**src/rtl/rv_rf_pkg.sv**
```systemverilog
// Shared definitions for the register-file writeback path: widths, requester
// identities and the hardwired-zero register address.
package rv_rf_pkg;
  localparam int XLEN   = 32;
  localparam int REG_AW = 5;
  localparam int NREGS  = 1 << REG_AW;

  // Doubles as the bit index of each requester in req/grant vectors.
  typedef enum logic {
    REQ_ALU = 1'b0,
    REQ_LSU = 1'b1
  } req_e;

  localparam logic [REG_AW-1:0] REG_X0 = '0;
endpackage

```
**src/rtl/rr_arb2.sv**
```systemverilog
// Two-way round-robin arbiter. The grant is combinational from req and the
// remembered last winner; the winner is only remembered when accept is pulsed.
module rr_arb2
  import rv_rf_pkg::*;
(
  input  logic       clk,
  input  logic       reset,
  input  logic [1:0] req,
  input  logic       accept,
  output logic [1:0] grant
);

  req_e last_grant;

  always_comb begin
    grant = '0;
    if (req[REQ_ALU] && (!req[REQ_LSU] || last_grant == REQ_LSU))
      grant[REQ_ALU] = 1'b1;
    else if (req[REQ_LSU])
      grant[REQ_LSU] = 1'b1;
  end

  // Starting as LSU lets the ALU win the first conflict after reset.
  always_ff @(posedge clk or posedge reset) begin
    if (reset)
      last_grant <= REQ_LSU;
    else if (accept)
      last_grant <= grant[REQ_LSU] ? REQ_LSU : REQ_ALU;
  end

endmodule

```
**src/rtl/regfile_wb_sched.sv**
```systemverilog
// Writeback scheduler for the single register-file write port: arbitrates ALU
// and LSU results, registers the write, and tracks per-register busy bits.
module regfile_wb_sched
  import rv_rf_pkg::*;
(
  input  logic              clk,
  input  logic              reset,
  input  logic              issue_valid,
  input  logic [REG_AW-1:0] issue_rd,
  input  logic              alu_valid,
  output logic              alu_ready,
  input  logic [REG_AW-1:0] alu_rd,
  input  logic [XLEN-1:0]   alu_data,
  input  logic              lsu_valid,
  output logic              lsu_ready,
  input  logic [REG_AW-1:0] lsu_rd,
  input  logic [XLEN-1:0]   lsu_data,
  output logic              RegWrite,
  output logic [REG_AW-1:0] Rd,
  output logic [XLEN-1:0]   Write_data,
  input  logic [REG_AW-1:0] Rs1,
  input  logic [REG_AW-1:0] Rs2,
  output logic              rs1_busy,
  output logic              rs2_busy,
  output logic              sb_err
);

  logic [1:0]        grant;
  logic              xfer_p0;
  logic              wr_en_p0;
  logic [REG_AW-1:0] sel_rd_p0;
  logic [XLEN-1:0]   sel_data_p0;
  logic              waw_p0;
  logic [NREGS-1:0]  busy;
  logic [NREGS-1:0]  busy_nxt;

  rr_arb2 u_arb (
    .clk    (clk),
    .reset  (reset),
    .req    ({lsu_valid, alu_valid}),
    .accept (xfer_p0),
    .grant  (grant)
  );

  assign alu_ready   = grant[REQ_ALU];
  assign lsu_ready   = grant[REQ_LSU];
  assign xfer_p0     = alu_ready | lsu_ready;
  assign sel_rd_p0   = lsu_ready ? lsu_rd   : alu_rd;
  assign sel_data_p0 = lsu_ready ? lsu_data : alu_data;
  // x0 writes are handshaken away but never reach the register file.
  assign wr_en_p0    = xfer_p0 && (sel_rd_p0 != REG_X0);
  assign waw_p0      = issue_valid && (issue_rd != REG_X0) && busy[issue_rd];

  // Retire clears first so a same-edge issue to that rd re-arms the bit.
  always_comb begin
    busy_nxt = busy;
    if (xfer_p0)
      busy_nxt[sel_rd_p0] = 1'b0;
    if (issue_valid)
      busy_nxt[issue_rd] = 1'b1;
    busy_nxt[REG_X0] = 1'b0;
  end

  // ---- p0 -> p1: registered write port and scoreboard ----
  always_ff @(posedge clk or posedge reset) begin
    if (reset) begin
      RegWrite   <= 1'b0;
      Rd         <= '0;
      Write_data <= '0;
      busy       <= '0;
      sb_err     <= 1'b0;
    end else begin
      RegWrite <= wr_en_p0;
      if (wr_en_p0) begin
        Rd         <= sel_rd_p0;
        Write_data <= sel_data_p0;
      end
      busy <= busy_nxt;
      if (waw_p0)
        sb_err <= 1'b1;
    end
  end

  assign rs1_busy = (Rs1 != REG_X0) && busy[Rs1];
  assign rs2_busy = (Rs2 != REG_X0) && busy[Rs2];

endmodule

```
**config.mk**
```make
export PLATFORM = sky130hd
export DESIGN_NAME = regfile_wb_sched
export DESIGN_NICKNAME = d
export VERILOG_FILES = /design/src/rtl/rv_rf_pkg.sv /design/src/rtl/rr_arb2.sv /design/src/rtl/regfile_wb_sched.sv
export SDC_FILE = /design/constraint.sdc
export NUM_CORES = 1
export LEC_CHECK = 0
export CAP_MARGIN = 20
export CORE_MARGIN = 10
export CORE_UTILIZATION = 43
export CTS_BUF_LIST = sky130_fd_sc_hd__clkbuf_4
export DETAILED_ROUTE_END_ITERATION = 10
export GPL_ROUTABILITY_DRIVEN = 0
export GPL_TIMING_DRIVEN = 0
export PLACE_DENSITY = 0.77
export SETUP_SLACK_MARGIN = 0.1
export SLEW_MARGIN = 30
export SYNTH_ARGS = -nofsm -noshare
export SYNTH_HDL_FRONTEND = slang
export SYNTH_SLANG_ARGS = --single-unit
```
**constraint.sdc**
```tcl
create_clock -name clk -period 2.28 [get_ports clk]
set_input_delay 0.342 -clock clk [delete_from_list [all_inputs] [get_ports clk]]
set_output_delay 0.342 -clock clk [all_outputs]
set_load 0.01 [all_outputs]
```
==> results.json <==
{
  "status": "finished, violations left",
  "violations": "setup timing",
  "antenna_found_initial": 0,
  "die-area_um2": 14000,
  "core.rowCount": 35,
  "portBuffers": 129,
  "syn_avg_cell_area_um2": 10.2,
  "ys_ff_latch": 71,
  "seq_area_frac_synth_pct": 42.7,
  "syn-num-nets": 503,
  "p_clk_share_pct": 24.9,
  "slew_violations": 0,
  "ir_drop_v": 0.000289,
  "wl_mm": 13.6,
  "p_comb_share_pct": 33.7,
  "slowest_stage": "mux4_2",
  "drc": 0,
  "setup_tns_ns": -0.108,
  "root_buffer": "clkbuf_4",
  "hp-class": "in -> async",
  "max_slew_margin_pct": 59.7,
  "clockBufferDepth": 2,
  "htreeDepth": 3,
  "ant_nets": 0,
  "dr.pass1.iters": 7,
  "synthTopCellsByArea": "dfrtp_1 42%, mux2i_1 13%, mux4_2 8.7%",
  "netlist_instances": 409,
  "grt_max_degree": 45,
  "synth_top_family_by_area": "multiplexers",
  "final.setup.worst_slack_ns": -0.0564,
  "synth_compound_gate_area_share_pct": 16.8,
  "post-place-ws_ns": -0.375,
  "yosysUniqueCellTypes": 40,
  "grt_pass1_vias": 4195,
  "hpwl_mm": 10.5,
  "cp-start-kind": "register",
  "core_um2": 9330,
  "fin_nets": 653,
  "instances_no_fill": 693,
  "netlist_area_um2": 4160,
  "utilization_pct": 63.5,
  "cp.required_ns": 1.94,
  "max_stage_delay_ns": 0.48,
  "cts_buffers": 9,
  "p_total_w": 0.00420,
  "rsz0062_at_grt": "yes",
  "io_pins": 137,
  "start_util_pct": 44.6,
  "tritoncts": "yes",
  "place_inst": 668,
  "grt-ovfl-total": 0,
  "worst_skew_pair.late_latency_ns": 0.42,
  "finalClockSkew_ns": 0.0153,
  "finalSetupViolations": 2,
  "worstMarginPinSlew_ns": 0.603,
  "synth_xor_area_share_pct": 0,
  "via_per_inst": 5.59,
  "fmax_ghz": 0.428,
  "crit_fanout": 4,
  "area_delta_synth_final_pct": 42.4,
  "vias": 3876,
  "p_int_w": 0.00288,
  "hold_viol": 0,
  "synth_area_leader_cell": "dfrtp_1",
  "yosys.area_share.simple_pct": 11.7,
  "grt_use_total_pct": 19.2,
  "crit_path_end_kind": "output pin",
  "clk_pin_slew_ns": 0.13,
  "drive_gt1_share_pct": 14.9,
  "crit_arrival_ns": 1.99,
  "synthAdderAreaFrac_pct": 0,
  "p_leak_nw": 2.43,
  "grt_pass1_wl_mm": 21.9,
  "finalCritPeriodShare_pct": 102,
  "antenna_cells": 0,
  "power_frac_seq_pct": 41.4,
  "synth.area.mux_share_pct": 24.2,
  "drt_iter0_drc": 248,
  "cp_cell_sequence": "mux4_2 > mux2_4 > a211oi_2 > nor2_1 > buf_2",
  "fin_crit_ns": 2.34,
  "wl_per_cell_um": 19.7,
  "postCtsHoldBufs": 0,
  "yosys_warnings": 0,
  "swShare_pct": 31.5,
  "yosys.area.top_type_share_pct": 42.1,
  "cap_violations": 0,
  "power_density_nw_per_um2": 709,
  "p_switching_w": 0.00132,
  "clock-sinks": 71,
  "fp.dieH_um": 118,
  "path_class": "reg -> out",
  "die_w_um": 118
}
## synthesized netlist by cell type
library cell / n
clkbuf_1: 6
buf_6: 3
mux2i_4: 1
o2bb2ai_1: 11
nand2_1: 55
a221oi_1: 2
o21ai_1: 34
mux2_1: 1
o21ai_0: 44
mux2i_1: 52
o22ai_1: 7
mux4_2: 16
a21oi_1: 11
nor2b_1: 2
clkbuf_4: 1
a211o_1: 1
mux2_2: 7
and2_1: 7
nand3_1: 6
a32o_1: 1
o31ai_1: 1
dfrtp_1: 70
a31oi_1: 3
nor2_1: 10
a211oi_1: 2
or2_1: 1
or3_1: 3
inv_1: 12
buf_2: 12
nor4_1: 2
a21o_1: 1
or3b_2: 3
a32oi_1: 1
buf_4: 3
mux2_4: 1
a21boi_4: 1
nand3b_1: 5
nand2b_1: 7
dfstp_2: 1
nor3_1: 2
## layout by cell type, fill, tap and decap left out, drive strengths merged
master | Yosys | routed
a221oi | 2 | 2
clkdlybuf4s50 | 0 | 125
o21ai | 78 | 78
a211o | 1 | 1
nor4 | 2 | 2
a32oi | 1 | 1
a211oi | 2 | 2
dfstp | 1 | 1
mux2 | 9 | 9
and2 | 7 | 7
inv | 12 | 12
nor2 | 10 | 10
buf | 18 | 30
or3b | 3 | 3
nor3 | 2 | 2
o2bb2ai | 11 | 11
a21oi | 11 | 11
nand2 | 55 | 55
a21o | 1 | 1
o22ai | 7 | 7
bufinv | 0 | 3
or2 | 1 | 1
clkinv | 0 | 4
mux2i | 53 | 53
o31ai | 1 | 1
dfrtp | 70 | 70
a31oi | 3 | 3
nand2b | 7 | 7
mux4 | 16 | 16
clkbuf | 7 | 16
nor2b | 2 | 2
a32o | 1 | 1
dlymetal6s2s | 0 | 1
clkdlybuf4s15 | 0 | 1
nand3b | 5 | 5
or3 | 3 | 3
nand3 | 6 | 6
a21boi | 1 | 1
## flip-flops by register name (all words and copies together) (netlist names)
name              count
sb_err                1
busy                 31
Rd                    5
RegWrite              1
u_arb.last_grant      1
Write_data           32
## kinds of logic after synthesis
group	count (synthesis)
AOI/OAI and AO/OA	120
and+or+nand+nor	103
muxes	78
DFF	71
buffers and inverters	37
## timing repair
action / 4_1_cts / 5_1_grt
buffers inserted: 7 / 2
endpoints found under the setup margin: 4 / 49
gates resized for setup: 16 / 8
pin swaps: 3 / 0
## critical path, delay by kind of cell, from the launching register on
kind | cells | cell delay, ns
and+or+nand+nor | 1 | 0.06
buffers and inverters | 1 | 0.14
AOI/OAI and AO/OA | 1 | 0.17
muxes | 2 | 0.76
DFF | 1 | 0.44
## area by class of cell
class,count,area [um^2]
timing repair buffer,139,1370
buffer,25,158
clock inverter,7,121
multi-input combinational,301,2220
inverter,12,47.5
fill,798,3400
tap,129,161
clock buffer,9,67.6
sequential,71,1780
## per-layer routing
layer / vias up / routed length (um) / global-route usage (%)
li1: 1789 / - / -
met1: 1852 / 5250 / 21.5
met2: 213 / 6430 / 31.3
met3: 22 / 1750 / 9.90
met4: 0 / 197 / 5.88
met5: - / 0 / 0
## power groups by stage
stage	combinational [W]	sequential [W]	clock (W)
2_1_floorplan	0.000715	0.00174	0
3_3_place_gp	0.00130	0.00174	0
3_5_place_dp	0.00133	0.00176	0
4_1_cts	0.00140	0.00173	0.00106
5_1_grt	0.00153	0.00178	0.00112
6_report	0.00141	0.00174	0.00105
## stage by stage
stage | hold WS [ns] | area, um^2
2_1_floorplan | 0.396 | 4160
3_3_place_gp | 0.466 | 5610
3_5_place_dp | 0.474 | 5640
4_1_cts | 0.238 | 5890
5_1_grt | 0.257 | 5920
6_report | 0.237 | 5920
## path summary, 6_finish.rpt
| path | from | end | slack (ns) | depth (start not counted) |
|---|---|---|---|---|
| setup / recovery | busy[14] | rs2_busy | -0.06 | 5 |
| hold reg to reg | Write_data[21] | Write_data[21] | 0.50 | 2 |
| hold / removal | reset | Write_data[8] | 0.24 | 2 |
| max in group asynchronous | reset | u_arb.last_grant | 1.44 | 3 |
| min in group clk | issue_rd[2] | busy[12] | 0.46 | 3 |
| setup reg to reg | u_arb.last_grant | Write_data[9] | 0.20 | 9 |
(Power assumes the default switching activity.)
